File: src/rtl/window_row_ctrl_if.sv
// Bus bundle between window_row_ctrl and its three neighbours: BRAM port B,
// the 3-pixel window byte FIFO and the downstream processing stage.
interface window_row_ctrl_if;
   logic        enb;
   logic [7:0]  addrb;
   logic [63:0] doutb;
   logic [63:0] fifo_data_in;
   logic        fifo_push;
   logic        fifo_pop;
   logic        fifo_one_row_complete;
   logic [23:0] fifo_data_o;
   logic [3:0]  fifo_count;
   logic [23:0] window_data;
   logic        window_valid;
   logic        window_ready;

   modport master (
      output enb, addrb, fifo_data_in, fifo_push, fifo_pop, fifo_one_row_complete,
             window_data, window_valid,
      input  doutb, fifo_data_o, fifo_count, window_ready
   );

   modport slave (
      input  enb, addrb, fifo_data_in, fifo_push, fifo_pop, fifo_one_row_complete,
             window_data, window_valid,
      output doutb, fifo_data_o, fifo_count, window_ready
   );
endinterface

File: src/rtl/window_row_ctrl.sv
// Row sequencer: streams image rows from BRAM into the window byte FIFO and
// hands 24-bit windows to the processing stage, clearing the FIFO between rows.
module window_row_ctrl #(
   parameter int ROW_WORDS = 2,
   parameter int NUM_ROWS  = 2,
   parameter int BASE_ADDR = 0
) (
   input  logic              clk,
   input  logic              reset_n,
   input  logic              start,
   output logic              busy,
   output logic              done,
   output logic [7:0]        row_idx,
   output logic [7:0]        col_idx,
   window_row_ctrl_if.master bus
);
   typedef enum logic [1:0] {IDLE, RUN, ROW_END, DONE} state_e;

   localparam logic [5:0] ROW_WORDS_W     = 6'(ROW_WORDS);
   localparam logic [7:0] WINDOWS_PER_ROW = 8'(8 * ROW_WORDS - 2);
   localparam logic [7:0] LAST_ROW        = 8'(NUM_ROWS - 1);
   localparam logic [7:0] BASE            = 8'(BASE_ADDR);

   state_e     state_q, state_d;
   logic [5:0] words_issued_q, words_issued_d;
   logic [7:0] windows_left_q, windows_left_d;
   logic [7:0] row_idx_q, row_idx_d;
   logic [7:0] col_idx_q, col_idx_d;
   logic [7:0] addrb_q, addrb_d;
   logic       enb_q, enb_d;
   logic       in_flight_q, in_flight_d;
   logic       clr_q, clr_d;
   logic       busy_q, busy_d;
   logic       done_q, done_d;
   logic       window_valid;
   logic       pop;

   assign window_valid = (state_q == RUN) && (bus.fifo_count >= 4'd3) && (windows_left_q != 8'd0);
   assign pop          = window_valid && bus.window_ready;

   always_comb begin
      // NOTE: every _d takes its hold value first so no path through the case can infer a latch.
      state_d        = state_q;
      words_issued_d = words_issued_q;
      windows_left_d = windows_left_q;
      row_idx_d      = row_idx_q;
      col_idx_d      = col_idx_q;
      addrb_d        = addrb_q;
      enb_d          = 1'b0;
      in_flight_d    = enb_q;
      clr_d          = 1'b0;

      case (state_q)
         IDLE: begin
            if (start) begin
               state_d        = RUN;
               clr_d          = 1'b1;
               words_issued_d = 6'd0;
               windows_left_d = WINDOWS_PER_ROW;
               row_idx_d      = 8'd0;
               col_idx_d      = 8'd0;
            end
         end
         RUN: begin
            // Issue only with nothing outstanding and room for a full word, so a push can never overflow.
            if ((words_issued_q < ROW_WORDS_W) && !enb_q && !in_flight_q && !bus.fifo_count[3]) begin
               enb_d          = 1'b1;
               addrb_d        = BASE + 8'(row_idx_q * ROW_WORDS) + {2'b00, words_issued_q};
               words_issued_d = words_issued_q + 6'd1;
            end
            if (pop) begin
               windows_left_d = windows_left_q - 8'd1;
               if (windows_left_q == 8'd1) begin
                  state_d = ROW_END;
                  clr_d   = 1'b1;
               end else begin
                  col_idx_d = col_idx_q + 8'd1;
               end
            end
         end
         ROW_END: begin
            if (row_idx_q == LAST_ROW) begin
               state_d = DONE;
            end else begin
               state_d        = RUN;
               row_idx_d      = row_idx_q + 8'd1;
               col_idx_d      = 8'd0;
               words_issued_d = 6'd0;
               windows_left_d = WINDOWS_PER_ROW;
            end
         end
         DONE:    state_d = IDLE;
         default: state_d = IDLE;
      endcase

      busy_d = (state_d == RUN) || (state_d == ROW_END);
      done_d = (state_d == DONE);
   end

   always_ff @(posedge clk or negedge reset_n) begin
      if (!reset_n) begin
         state_q        <= IDLE;
         words_issued_q <= 6'd0;
         windows_left_q <= 8'd0;
         row_idx_q      <= 8'd0;
         col_idx_q      <= 8'd0;
         addrb_q        <= 8'd0;
         enb_q          <= 1'b0;
         in_flight_q    <= 1'b0;
         clr_q          <= 1'b0;
         busy_q         <= 1'b0;
         done_q         <= 1'b0;
      end else begin
         // NOTE: non-blocking updates make every flop sample the same pre-edge values.
         state_q        <= state_d;
         words_issued_q <= words_issued_d;
         windows_left_q <= windows_left_d;
         row_idx_q      <= row_idx_d;
         col_idx_q      <= col_idx_d;
         addrb_q        <= addrb_d;
         enb_q          <= enb_d;
         in_flight_q    <= in_flight_d;
         clr_q          <= clr_d;
         busy_q         <= busy_d;
         done_q         <= done_d;
      end
   end

   assign bus.enb                   = enb_q;
   assign bus.addrb                 = addrb_q;
   assign bus.fifo_push             = in_flight_q;
   assign bus.fifo_data_in          = in_flight_q ? bus.doutb : 64'h0;
   assign bus.fifo_pop              = pop;
   assign bus.fifo_one_row_complete = clr_q;
   assign bus.window_valid          = window_valid;
   assign bus.window_data           = window_valid ? bus.fifo_data_o : 24'h0;
   assign busy                      = busy_q;
   assign done                      = done_q;
   assign row_idx                   = row_idx_q;
   assign col_idx                   = col_idx_q;
endmodule

File: src/flat_wrapper.sv
// flat-port wrapper written by rule: the top's interface ports become plain ports
module window_row_ctrl_flat 
#(
   parameter int ROW_WORDS = 2,
   parameter int NUM_ROWS  = 2,
   parameter int BASE_ADDR = 0
)
  (clk, reset_n, start, busy, done, row_idx, col_idx, bus_enb, bus_addrb, bus_fifo_data_in, bus_fifo_push, bus_fifo_pop, bus_fifo_one_row_complete, bus_window_data, bus_window_valid, bus_doutb, bus_fifo_data_o, bus_fifo_count, bus_window_ready);
  window_row_ctrl_if bus_i ();
  input  logic clk;
  input  logic reset_n;
  input  logic start;
  output logic busy;
  output logic done;
  output logic [7:0] row_idx;
  output logic [7:0] col_idx;
  output wire logic [$bits(bus_i.enb)-1:0] bus_enb;
  output wire logic [$bits(bus_i.addrb)-1:0] bus_addrb;
  output wire logic [$bits(bus_i.fifo_data_in)-1:0] bus_fifo_data_in;
  output wire logic [$bits(bus_i.fifo_push)-1:0] bus_fifo_push;
  output wire logic [$bits(bus_i.fifo_pop)-1:0] bus_fifo_pop;
  output wire logic [$bits(bus_i.fifo_one_row_complete)-1:0] bus_fifo_one_row_complete;
  output wire logic [$bits(bus_i.window_data)-1:0] bus_window_data;
  output wire logic [$bits(bus_i.window_valid)-1:0] bus_window_valid;
  input wire logic [$bits(bus_i.doutb)-1:0] bus_doutb;
  input wire logic [$bits(bus_i.fifo_data_o)-1:0] bus_fifo_data_o;
  input wire logic [$bits(bus_i.fifo_count)-1:0] bus_fifo_count;
  input wire logic [$bits(bus_i.window_ready)-1:0] bus_window_ready;
  assign bus_enb = bus_i.enb;
  assign bus_addrb = bus_i.addrb;
  assign bus_fifo_data_in = bus_i.fifo_data_in;
  assign bus_fifo_push = bus_i.fifo_push;
  assign bus_fifo_pop = bus_i.fifo_pop;
  assign bus_fifo_one_row_complete = bus_i.fifo_one_row_complete;
  assign bus_window_data = bus_i.window_data;
  assign bus_window_valid = bus_i.window_valid;
  assign bus_i.doutb = bus_doutb;
  assign bus_i.fifo_data_o = bus_fifo_data_o;
  assign bus_i.fifo_count = bus_fifo_count;
  assign bus_i.window_ready = bus_window_ready;
  window_row_ctrl #(.ROW_WORDS(ROW_WORDS), .NUM_ROWS(NUM_ROWS), .BASE_ADDR(BASE_ADDR)) u_core (.clk(clk), .reset_n(reset_n), .start(start), .busy(busy), .done(done), .row_idx(row_idx), .col_idx(col_idx), .bus(bus_i));
endmodule
File: config.mk
export PLATFORM = sky130hd
export DESIGN_NAME = window_row_ctrl_flat
export DESIGN_NICKNAME = d
export VERILOG_FILES = /design/src/rtl/window_row_ctrl_if.sv /design/src/rtl/window_row_ctrl.sv /design/src/flat_wrapper.sv
export SDC_FILE = /design/constraint.sdc
export NUM_CORES = 1
export LEC_CHECK = 0
export BUFFER_PORTS_ARGS = -buffer_cell sky130_fd_sc_hd__buf_2
export CAP_MARGIN = 30
export CORE_MARGIN = 4
export CORE_UTILIZATION = 41
export CTS_CLUSTER_SIZE = 40
export DETAILED_ROUTE_END_ITERATION = 8
export GPL_TIMING_DRIVEN = 0
export MAX_ROUTING_LAYER = met4
export PLACE_DENSITY_LB_ADDON = 0.3
export RECOVER_POWER = 25
export SYNTH_ARGS = -nofsm -noshare
export SYNTH_HDL_FRONTEND = slang
export SYNTH_SLANG_ARGS = --single-unit
File: constraint.sdc
create_clock -name clk -period 2.2 [get_ports clk]
set_input_delay 0.33 -clock clk [delete_from_list [all_inputs] [get_ports clk]]
set_output_delay 0.33 -clock clk [all_outputs]
set_load 0.01 [all_outputs]
-- Word level (Yosys, flattened, before mapping)
Cells that the tools add are included.
- output and inout port bits: 119
- register bits: 45
- word-level logic and storage cells: 78
- order comparisons: 2
- eq/ne operators: 13
- add/subtract/negate cells: 5
- mux-type cells: 28
- reductions and logical operators: 19
- operators by type and width (cell ; number):
    $mux W64 ; 1
    $mux W8 ; 8
    $pmux W8 S3 ; 2
    $mux W24 ; 1
    $mux W6 ; 3
    $pmux W6 S3 ; 1
    $add A8 B1 Y8 const B ; 2
    $eq A8 B1 Y1 const B ; 2
    $pmux W8 S2 ; 1
    $ne A2 B2 Y1 const B ; 5
    $add A8 B6 Y8 ; 1
    $eq A2 B2 Y1 const B ; 4
    $mux W2 ; 4
    $pmux W2 S4 ; 1
    $reduce_and A4 Y1 ; 2
    $reduce_bool A8 Y1 ; 1
    $sub A8 B1 Y8 const B ; 1
    $add A6 B1 Y6 const B ; 1
    $logic_and A1 B1 Y1 ; 6
    $lt A6 B2 Y1 const B ; 1
    $mux W1 ; 5
    $reduce_and A5 Y1 ; 1
    $eq A2 B1 Y1 const B ; 2
    $ge A4 B2 Y1 const B ; 1
    other kinds (8) ; 10

-- Depth between registers and ports, before layout
Gate-level depths: netlist (run 1).
- depth after elaboration: 8
- depth in mapped cells: 8

-- Least setup slack after synthesis (run 1)
OpenSTA, ideal clock, no wires.
- kind: register -> output
- start point: register u_core.windows_left_q[4]
- end point: output port bus_window_data[14]
- path buffers: 2
- arrival time: 1807 ps
- data required time: 1870 ps
- path slack: 63 ps
- cell stages (with the launch flop): 7
- cell sequence: dfrtp_1 -> or4_1 -> buf_6 -> nor3_4 -> nor2_1 -> clkbuf_1 -> and2_1
- cells in the longest elaborated chain, start to end: 3
- RTL lines (element ; RTL line ; text):
    from (decl) ; window_row_ctrl.sv:26 ; logic [7:0] windows_left_q, windows_left_d;
    from (signal assigned) ; window_row_ctrl.sv:117 ; windows_left_q <= windows_left_d;
    $reduce_bool A8 Y1 ; window_row_ctrl.sv:38 ; assign window_valid = (state_q == RUN) && (bus.fifo_count >= 4'd3) && (windows_left_q != 8'd0);
    $logic_and A1 B1 Y1 ; window_row_ctrl.sv:38 ;
    net bus_window_valid ; flat_wrapper.sv:24 ; output wire logic [$bits(bus_i.window_valid)-1:0] bus_window_valid;
    $mux W24 ; window_row_ctrl.sv:136 ; assign bus.window_data = window_valid ? bus.fifo_data_o : 24'h0;
    to (decl) ; flat_wrapper.sv:23 ; output wire logic [$bits(bus_i.window_data)-1:0] bus_window_data;
The timed path passes the listed nets, and every way through them passes these cells.

-- Worst setup path in the final report (run 1)
- start point: register u_core.windows_left_q[4]
- end point: output port bus_window_data[22]
- cells in the longest elaborated chain, start to end: 3
- RTL lines (element ; RTL line):
    $reduce_bool A8 Y1 ; window_row_ctrl.sv:38
    $logic_and A1 B1 Y1 ; window_row_ctrl.sv:38
    $mux W24 ; window_row_ctrl.sv:136
Every way passes these cells.

==> results of run 1 <==
[report_power, final]
group / leakage (nW) / switching (mW) / internal [mW]
combinational: 1.93 / 1.45 / 1.42
sequential: 0.585 / 0.255 / 1.08
clock: 0.0374 / 0.289 / 0.224
total: 2.56 / 1.99 / 2.72
[routing by layer]
layer | track usage [%] | share of wire (%) | vias up
li1 | - | - | 1575
met4 | 4.884 | 1.0 | 0
met1 | 26.09 | 40 | 1456
met5 | - | 0 | -
met3 | 6.597 | 7.9 | 9
met2 | 39.05 | 51 | 131
[sequential cells by signal, indices dropped and copies added, names as in the netlist]
register                          count
u_core.bus.addrb                      8
u_core.words_issued_q                 6
u_core.bus.enb                        1
u_core.row_idx                        8
u_core.state_q                        2
u_core.busy                           1
u_core.bus.fifo_push                  1
u_core.done                           1
u_core.bus.fifo_one_row_complete      1
u_core.col_idx                        8
u_core.windows_left_q                 8
[critical path, cell delays in order, from the launching register on]
cell and delay [ns]:
dfrtp_1 0.39, or4_4 0.57, nor3_4 0.23, nor2_4 0.11, buf_8 0.14, and2_1 0.12
buf_2 0.14
[timing repair]
item | CTS | global route
pin swaps | 25 | 3
gates resized for setup | 53 | 19
setup endpoints to repair | 31 | 40
setup buffers | 8 | 1
gates cloned | 2 | 0
[kinds of logic after synthesis]
logic type | after synthesis | share of synthesized area, %
AOI/OAI and AO/OA | 43 | 10.28
xor gates and xnor gates | 17 | 5.013
adders and majority gates | 14 | 6.150
buffers and inverters | 22 | 3.454
DFF | 45 | 37.91
muxes | 2 | 0.7582
and+or+nand+nor | 185 | 36.44
[cells in the mapped netlist, types with 2 or more instances]
master | instances | area share, %
a211oi_1 | 2 | 0.51
a21o_1 | 2 | 0.51
a21oi_1 | 7 | 1.2
and2_1 | 91 | 19
buf_2 | 2 | 0.34
clkbuf_1 | 11 | 1.4
dfrtp_1 | 45 | 38
ha_1 | 13 | 5.5
inv_1 | 7 | 0.88
mux2_2 | 2 | 0.76
nand2_1 | 25 | 3.2
nand2b_1 | 2 | 0.42
nand3_1 | 11 | 1.9
nand4_1 | 4 | 0.84
nor2_1 | 20 | 2.5
nor2b_1 | 2 | 0.42
nor3_1 | 7 | 1.2
nor4_1 | 5 | 1.1
o21ai_0 | 12 | 2.0
o31ai_1 | 3 | 0.76
o41ai_1 | 2 | 0.59
or2_2 | 3 | 0.63
xnor2_1 | 7 | 2.1
xor2_1 | 10 | 2.9
[how the worst max path moves through the flow]
stage / start / end / slack, ns
global placement: u_core.windows_left_q[4]$_DFFE_PN0P_ / bus_window_data[13] / -0.14
global route: u_core.windows_left_q[5]$_DFFE_PN0P_ / bus_window_data[22] / -0.17
floorplan: u_core.windows_left_q[4]$_DFFE_PN0P_ / bus_window_data[14] / 0.06
finish: u_core.windows_left_q[4]$_DFFE_PN0P_ / bus_window_data[22] / -0.13
CTS: u_core.windows_left_q[2]$_DFFE_PN0P_ / bus_window_data[10] / -0.09
detailed placement: u_core.windows_left_q[4]$_DFFE_PN0P_ / bus_window_data[13] / -0.23
[final cells by class]
cell class | count | area (um2)
inverter | 7 | 26.28
clock inverter | 2 | 15.01
clock buffer | 6 | 72.57
timing repair buffer | 226 | 1309
buffer | 14 | 90.09
tap | 96 | 120.1
sequential | 45 | 1127
multi-input combinational | 261 | 1844
fill | 596 | 2302
==> key figures, run 1 <==
Run status
  • Status: finished, violations left
  • Failing checks: negative setup slack

Layout
  • Final nets: 670
  • Commonest non-fill, non-tap cells in the layout: buf_2 (195), and2_1 (72), dfrtp_1 (44)
  • Final Cell Area: 4604 um2
  • Layout cells sized above 1: 50.27%
  • Layout area overhead: 55.01%
  • ANT cells: 0
  • Post-Layout Cell Count: 657
  • Util after Layout: 66.67%
  • Commonest non-fill, non-tap cell in the layout: buf_2

Die
  • Die ar.: 8670 um2
  • Die height: 93.12 um
  • Num ports: 215
  • Initial core utilization: 43.01%
  • # rows: 30
  • Chip Width: 93.12 um
  • Core area: 6907 um2

Synthesis
  • EDFF count, synth: 0
  • Register area share after synthesis: 37.91%
  • Cell Area, Synth: 2970 um2
  • Syn avg cell area: 9.056 um2
  • Post-synthesis register bit count: 45
  • Asr flop ratio synth: 100.0%
  • Post-synth top flop: dfrtp_1
  • Gate Count Post-Synth: 328
  • Yosys warns: 0
  • Yosys cell types: 57
  • Syn_nets: 438

GRT
  • Largest net degree at the start of global routing: 46
  • Tot GR Track Use: 22.58%
  • Global route total overflow: 0
  • Initial antenna violation count: 0
  • Global-route wire length before repair: 15,420 um
  • Vias in the first global route: 3,239

STA
  • Worst-Margin Slew: 1.104 ns
  • Hold Vio Cnt, Final: 0
  • Max transition margin: 26.27%
  • Final setup margin: -0.1286 ns
  • Min Hold Slack: 0.1945 ns
  • Final min period: 2.329 ns
  • Fraction of the cycle the final worst path needs: 105.8%
  • Final setup fails: 25
  • Setup TNS: -2.522 ns
  • Worst Skew: 0.008687 ns
  • Top achievable clock speed: 429.5 MHz
  • Slew Limit Fails: 0
  • RSZ-0062 raised after global routing: true

Detailed routing
  • DR vias: 3,171
  • Initial DRC count: 63
  • Via density: 4.826
  • Drt first pass iters: 4
  • Wire per inst: 14.79 um
  • Antenna Nets Post-Route: 0
  • Remaining DRCs: 0
  • Post-Route WL: 9717 um

Clocking
  • Clock-pin slew on the worst setup and hold paths: 0.09 ns
  • Root Buffer: clkbuf_8
  • Hold-fix buffers, CTS: 0
  • Clock sinks: 45
  • H-tree Lvls: 2
  • Number of CTS-inserted buffers: 5
  • Max clock buf depth: 2
  • TritonCTS clock tree: yes
  • Worst skew pair latency: 0.31 ns

Power and ir drop
  • Pleak: 2.556 nW
  • Maximum vdd drop: 0.0006318 V
  • Tot Pwr: 4.709 mW
  • Power Dens Cells: 1023 nW/um2

Critical path
  • Crit path kind: reg2out
  • Max FO, Critical Path: 7
  • R2r startpoint: u_core.windows_left_q[4]$_DFFE_PN0P_
  • R2R setup slack: 0.03 ns
  • Reg-to-reg endpoint: u_core.busy$_DFF_PN0_
  • Worst Setup End Kind: primary output
  • Critical path arrival: 2.00 ns
  • Startpoint Class: register
  • R2R depth: 7
  • Required @ worst endpoint: 1.87 ns

Placed design
  • Dpl cell area: 4161 um2
  • Final RePlAce weighted congestion: 0.8692
  • Final HPWL DP: 7504 um
  • Number of port buffers: 214
  • Pre-CTS setup slack: -0.2288 ns
  • Inst Count DP: 638

Job
  • Maximum capacitance violations: 0

Min path
  • Worst min-delay path class: in2async
Note: power is estimated with default switching activity, not from simulation.
==> inputs of run 2 (changes only) <==
- SKIP_LAST_GASP: unset -> 1
==> run 2 against run 1 <==
  * Via count barely moved
  * Maximum frequency is essentially flat
  * Flip-flop and latch count did not move
  * Highest routed layer unchanged
  * Cell area about the same
  * Power about the same
  * Critical endpoint unchanged
  * The flow still finishes with violations (negative setup slack)
  * Die area did not move
==> key figures, run 2 (synthesis gave the netlist of run 1 again) <==
Layout
  • Layout area overhead: 54.97% (was 55.01%)
  • Commonest non-fill, non-tap cells in the layout: buf_2 (195), and2_1 (72), dfrtp_1 (44) (unchanged)
  • Util after Layout: 66.65% (was 66.67%)
  • Layout cells sized above 1: 50.09% (was 50.27%)
  • ANT cells: 0 (unchanged)
  • Commonest non-fill, non-tap cell in the layout: buf_2 (unchanged)
  • Final nets: 670 (unchanged)
  • Fill cell count: 597 (was 596)

Job
  • Maximum capacitance violations: 0 (unchanged)

Clocking
  • Max clock buf depth: 2 (unchanged)
  • Clock-pin slew on the worst setup and hold paths: 0.09 ns (about the same)
  • TritonCTS clock tree: yes (unchanged)
  • Worst skew pair latency: 0.31 ns (about the same)
  • Clock sinks: 45 (unchanged)
  • Number of CTS-inserted buffers: 5 (unchanged)
  • Root Buffer: clkbuf_8 (unchanged)
  • Hold-fix buffers, CTS: 0 (unchanged)
  • H-tree Lvls: 2 (unchanged)

STA
  • Fraction of the cycle the final worst path needs: 105.9% (was 105.8%)
  • Max transition margin: 26.25% (was 26.27%)
  • Final min period: 2.329 ns (about the same)
  • Worst-Margin Slew: 1.104 ns (about the same)
  • Final setup fails: 25 (unchanged)
  • Hold Vio Cnt, Final: 0 (unchanged)
  • Slew Limit Fails: 0 (unchanged)
  • Final setup margin: -0.1287 ns (was -0.1286 ns)
  • RSZ-0062 raised after global routing: true (unchanged)
  • Worst Skew: 0.008719 ns (was 0.008687 ns)
  • Top achievable clock speed: 429.4 MHz (was 429.5 MHz)

Die
  • Chip Width: 93.12 um (unchanged)
  • Die ar.: 8670 um2 (unchanged)
  • Initial core utilization: 43.01% (unchanged)
  • Core area: 6907 um2 (unchanged)
  • Die height: 93.12 um (unchanged)
  • Num ports: 215 (unchanged)
  • # rows: 30 (unchanged)

Detailed routing
  • Antenna Nets Post-Route: 0 (unchanged)
  • DR vias: 3,174 (was 3,171)
  • Remaining DRCs: 0 (unchanged)
  • Via density: 4.831 (was 4.826)
  • Initial DRC count: 62 (was 63)
  • Drt first pass iters: 4 (unchanged)
  • Wire per inst: 14.80 um (was 14.79 um)
  • Post-Route WL: 9723 um (was 9717 um)

Power and ir drop
  • Maximum vdd drop: 0.0006319 V (was 0.0006318 V)
  • Pleak: 2.554 nW (was 2.556 nW)
  • Power Dens Cells: 1023 nW/um2 (about the same)

GRT
  • Largest net degree at the start of global routing: 46 (unchanged)
  • Initial antenna violation count: 0 (unchanged)
  • Vias in the first global route: 3,239 (unchanged)
  • Global-route wire length before repair: 15,390 um (was 15,420 um)
  • Tot GR Track Use: 22.55% (was 22.58%)
  • Global route total overflow: 0 (unchanged)

Critical path
  • Max FO, Critical Path: 7 (unchanged)
  • WP buf/inv: 2 (unchanged)
  • Critical path's top delay family: simple AND/OR/NAND/NOR gates (unchanged)
  • Worst Setup End Kind: primary output (unchanged)
  • CP cell instances: or4_4 -> nor3_4 -> nor2_4 -> buf_8 -> and2_1 -> buf_2 (unchanged)
  • Critical path depth in cells: 6 (unchanged)
  • Crit path kind: reg2out (unchanged)
  • Critical path arrival: 2.00 ns (about the same)
  • R2R depth: 7 (unchanged)
  • Startpoint Class: register (unchanged)
  • CP max stage cell: or4_4 (unchanged)
  • Required @ worst endpoint: 1.87 ns (about the same)
  • Maximum single-stage delay on the critical path: 0.57 ns (about the same)

Run status
  • Status: finished, violations left (unchanged)
  • Failing checks: negative setup slack (unchanged)

Min path
  • Worst min-delay path class: in2async (unchanged)

Placed design
  • Number of port buffers: 214 (unchanged)
  • Pre-CTS setup slack: -0.2288 ns (unchanged)
  • Final HPWL DP: 7504 um (unchanged)
  • Final RePlAce weighted congestion: 0.8692 (unchanged)
[run 2: cell types whose count changed in the layout (fill, tap and decap cells not counted)]
cell and delta:
clkbuf_1 +1, clkbuf_2 -1
[run 2: what timing repair did]
| item | in CTS | in global routing |
|---|---|---|
| resized for setup | 52 | 18 |
| pin swaps | 25 | 3 |
| buffers inserted | 8 | 1 |
| endpoints found under the setup margin | 31 | 45 |
| cloned | 2 | 0 |
[run 2: through the flow]
stage / cell area (um2) / hold WS [ns] / setup TNS (ns) / total power [mW] / cells
floorplan: 2970 / 0.03441 / 0 / 2.718 / 328
global placement: 4161 / 0.4370 / -2.632 / 3.614 / 638
detailed placement: 4161 / 0.4363 / -4.394 / 3.688 / 638
CTS: 4523 / 0.2179 / -1.794 / 4.613 / 655
global route: 4603 / 0.3066 / -4.809 / 5.104 / 657
finish: 4603 / 0.1944 / -2.526 / 4.709 / 657
[run 2: final cells by class]
class,instances,area [um2],area share [%]
Multi-Input combinational cell,261,1844,40.07
Timing Repair Buffer,226,1309,28.43
Sequential cell,45,1127,24.49
Tap cell,96,120.1,2.609
Buffer,14,88.84,1.930
Clock buffer,6,72.57,1.577
Inverter,7,26.28,0.5708
Clock inverter,2,15.01,0.3262
[run 2: worst reg2reg max path: cells and delay by family (launching register included)]
| kind | cells | cell delay (ns) |
|---|---|---|
| buffers and inverters | 1 | 0.18 |
| adders and majority gates | 1 | 0.34 |
| and+or+nand+nor | 4 | 1.03 |
| DFF | 1 | 0.39 |
| AOI/OAI and AO/OA | 1 | 0.12 |
[run 2: path summary, 6_finish.rpt]
| check | from | to | slack [ns] |
|---|---|---|---|
| max | u_core.windows_left_q[4]$_DFFE_PN0P_ | bus_window_data[22] | -0.13 |
| min reg2reg | u_core.bus.enb$_DFF_PN0_ | u_core.bus.fifo_push$_DFF_PN0_ | 0.45 |
| max reg2reg | u_core.windows_left_q[4]$_DFFE_PN0P_ | u_core.busy$_DFF_PN0_ | 0.03 |
| max in group asynchronous | reset_n | u_core.row_idx[1]$_DFFE_PN0P_ | 0.33 |
| min | reset_n | u_core.row_idx[6]$_DFFE_PN0P_ | 0.19 |
| min in group clk | bus_window_ready | u_core.col_idx[2]$_DFFE_PN0P_ | 0.44 |
[run 2: metal layers]
metal	wire [um]	vias up	share of wire, %	track usage (%)
met4	97	0	1.0	4.884
met5	0	-	0	-
met1	3883	1458	40	25.99
met3	773	9	8.0	6.597
li1	-	1574	-	-
met2	4969	133	51	39.05
[run 2: where the power goes]
group / internal [mW] / switching [mW]
Clock: 0.224 / 0.289
Sequential: 1.08 / 0.255
Combinational: 1.42 / 1.45
Total: 2.72 / 1.99
==> inputs of run 3 (changes only) <==
- clock period: 2.2 -> 2.6 ns (I/O delays scaled with it)
==> run 3 against run 2 <==
  * The run now ends clean
  * Clock-buffer cell count unchanged
  * Non-clock buffer count down 8
  * Sequential share of layout area up 1.8 points
  * Clock power down 15%
  * Die area unchanged
  * Worst hold slack better by 0.13 ns
  * Combinational power down 31%
  * Global-route usage down 1.4 points
  * Core utilization down 4.5 points
  * Critical path type unchanged
  * Highest routed layer unchanged
==> key figures, run 3 (synthesis gave the netlist of run 1 again) <==
Detailed routing
  • Initial DRC count: 75 (was 62)
  • Met3 wire len: 787 um (was 773 um)
  • Post-Route WL: 9019 um (was 9723 um)
  • Remaining DRCs: 0 (unchanged)
  • Antenna Nets Post-Route: 0 (unchanged)
  • DR vias: 3,094 (was 3,174)
  • Highest Signal Layer: met4 (unchanged)
  • Met2 Wirelength: 4534 um (was 4969 um)
  • Drt first pass iters: 4 (unchanged)
  • Via density: 4.767 (was 4.831)
  • Wire per inst: 13.90 um (was 14.80 um)
  • Met1 Wirelength: 3640 um (was 3883 um)

Placed design
  • Final HPWL DP: 7504 um (unchanged)
  • Dpl cell area: 4161 um2 (unchanged)
  • Final RePlAce weighted congestion: 0.8692 (unchanged)
  • Number of port buffers: 214 (unchanged)

Die
  • # rows: 30 (unchanged)
  • Core area: 6907 um2 (unchanged)
  • Die height: 93.12 um (unchanged)
  • Initial core utilization: 43.01% (unchanged)
  • Num ports: 215 (unchanged)
  • Chip Width: 93.12 um (unchanged)
  • Die ar.: 8670 um2 (unchanged)

STA
  • RSZ-0062 raised after global routing: false (was true)
  • Worst Skew: 0.01104 ns (was 0.008719 ns)
  • Worst-Margin Slew: 1.242 ns (was 1.104 ns)
  • Setup TNS: 0 ns (was -2.526 ns)
  • Min Hold Slack: 0.3200 ns (was 0.1944 ns)
  • Final setup fails: 0 (was 25)
  • Slew Limit Fails: 0 (unchanged)
  • Top achievable clock speed: 399.5 MHz
  • Final min period: 2.503 ns
  • Hold Vio Cnt, Final: 0 (unchanged)
  • Fraction of the cycle the final worst path needs: 96.28%
  • Max transition margin: 17.18% (was 26.25%)

Clocking
  • Clock sinks: 45 (unchanged)
  • Number of CTS-inserted buffers: 5 (unchanged)
  • Worst skew pair latency: 0.31 ns (about the same)
  • Clock-pin slew on the worst setup and hold paths: 0.09 ns (about the same)
  • Root Buffer: clkbuf_8 (unchanged)
  • Max clock buf depth: 2 (unchanged)
  • H-tree Lvls: 2 (unchanged)
  • Hold-fix buffers, CTS: 0 (unchanged)
  • TritonCTS clock tree: yes (unchanged)

Layout
  • Register area: 1127 um2 (unchanged)
  • Layout area overhead: 44.48% (was 54.97%)
  • Area of the multi-input gates: 1747 um2 (was 1844 um2)
  • ANT cells: 0 (unchanged)
  • Commonest non-fill, non-tap cell in the layout: buf_2 (unchanged)
  • Final nets: 662 (was 670)
  • Util after Layout: 62.14% (was 66.65%)
  • Fill cell count: 639 (was 597)
  • Final Cell Area: 4292 um2 (was 4603 um2)
  • Layout cells sized above 1: 44.12% (was 50.09%)
  • Commonest non-fill, non-tap cells in the layout: buf_2 (211), and2_1 (91), dfrtp_1 (44) (was buf_2 (195), and2_1 (72), dfrtp_1 (44))

Critical path
  • Critical path arrival: 2.11 ns (was 2.00 ns)
  • CP max stage cell: or4_1 (was or4_4)
  • WP buf/inv: 3 (was 2)
  • Crit path top cell by count: buf_2
  • Critical path's top delay family: simple AND/OR/NAND/NOR gates (unchanged)
  • CP cell instances: or4_1 -> buf_6 -> nor3_4 -> nor2_2 -> buf_2 -> and2_1 -> buf_2 (was or4_4 -> nor3_4 -> nor2_4 -> buf_8 -> and2_1 -> buf_2)
  • R2R setup slack: 0.25 ns (was 0.03 ns)
  • Crit path kind: reg2out (unchanged)
  • Required @ worst endpoint: 2.21 ns (was 1.87 ns)
  • R2r startpoint: u_core.row_idx[1]$_DFFE_PN0P_ (was u_core.windows_left_q[4]$_DFFE_PN0P_)
  • Maximum single-stage delay on the critical path: 0.51 ns (was 0.57 ns)
  • Worst Setup End Kind: primary output (unchanged)
  • Max FO, Critical Path: 10 (was 7)
  • Startpoint Class: register (unchanged)
  • R2R depth: 7 (unchanged)
  • Reg-to-reg endpoint: u_core.words_issued_q[0]$_DFFE_PN0P_ (was u_core.busy$_DFF_PN0_)

Power and ir drop
  • NetSw: 1.571 mW (was 1.989 mW)
  • Power Dens Cells: 827.1 nW/um2 (was 1023 nW/um2)
  • Maximum vdd drop: 0.0004574 V (was 0.0006319 V)
  • Pleak: 2.387 nW (was 2.554 nW)
  • Flop pwr share: 31.8% (was 28.3%)
  • Clock power frac: 12.3% (was 10.9%)
  • Internal power: 1.978 mW (was 2.720 mW)
  • Logic pwr share: 55.9% (was 60.9%)
  • Switch share: 44.27% (was 42.24%)

GRT
  • Global route total overflow: 0 (unchanged)
  • Global-route wire length before repair: 14,510 um (was 15,390 um)
  • Largest net degree at the start of global routing: 46 (unchanged)
  • Tot GR Track Use: 21.11% (was 22.55%)
  • Initial antenna violation count: 0 (unchanged)
  • Vias in the first global route: 3,087 (was 3,239)

Run status
  • Status: complete, no violations (was finished, violations left)

Job
  • Maximum capacitance violations: 0 (unchanged)

Min path
  • Worst min-delay path class: in2async (unchanged)
## run 3: changes by cell type in the layout (fill, tap and decap cells not counted), moves of 4 or more
cell / delta
and2_1: +19
and2_4: -19
buf_2: +16
buf_4: -6
buf_6: -20
buf_8: -4
clkbuf_1: +7
## run 3: how the worst max path moves through the flow
stage,endpoint,depth (start not counted),from
2_1_floorplan,bus_window_data[14],6,u_core.windows_left_q[4]$_DFFE_PN0P_
3_3_place_gp,bus_window_data[13],7,u_core.windows_left_q[4]$_DFFE_PN0P_
3_5_place_dp,bus_window_data[13],7,u_core.windows_left_q[4]$_DFFE_PN0P_
4_1_cts,bus_window_data[13],7,u_core.windows_left_q[4]$_DFFE_PN0P_
5_1_grt,bus_window_data[5],7,u_core.windows_left_q[2]$_DFFE_PN0P_
6_report,bus_window_data[19],7,u_core.windows_left_q[2]$_DFFE_PN0P_
## run 3: worst reg2reg max path, stage by stage, from the launching register on
cell and delay [ns]:
dfrtp_1 0.48, inv_1 0.14, ha_1 0.20, nor4b_2 0.19, and3b_1 0.20, a2111oi_0 0.63
nor2_1 0.11, mux2_2 0.29
## run 3: cell type report
cell class / instances / area share, %
well taps: 96 / 2.799
flip-flops and latches: 45 / 26.27
plain buffers: 15 / 1.837
repair buffers: 217 / 25.74
inverters: 7 / 0.6122
clock buffers: 6 / 1.691
clock inverters: 2 / 0.3499
multi-input cells: 261 / 40.70
## run 3: power groups by stage
stage	registers (mW)	clock network (mW)	logic, mW
finish	1.13	0.435	1.99
global route	1.16	0.486	2.23
CTS	1.13	0.446	1.99
detailed placement	1.14	0	1.98
global placement	1.13	0	1.93
floorplan	1.16	0	1.14
## run 3: metrics by stage
stage | instances | worst slack (ns) | power [mW]
6_report | 649 | 0.09666 | 3.550
3_3_place_gp | 638 | 0.1965 | 3.058
3_5_place_dp | 638 | 0.1112 | 3.121
2_1_floorplan | 328 | 0.4032 | 2.300
5_1_grt | 649 | 0.007619 | 3.881
4_1_cts | 647 | 0.005120 | 3.566
## run 3: routing by layer
layer	vias to the layer above	GRT usage (%)
li1	1556	-
met5	-	-
met3	6	6.275
met2	127	36.41
met1	1405	24.47
met4	0	4.396
## run 3: timing repair
item | CTS | global route
endpoints found under the hold margin | 0 | 0
setup buffers | 1 | 1
gates cloned | 0 | 0
pin swaps | 1 | 0
endpoints found under the setup margin | 24 | 20
gates resized for setup | 1 | 10
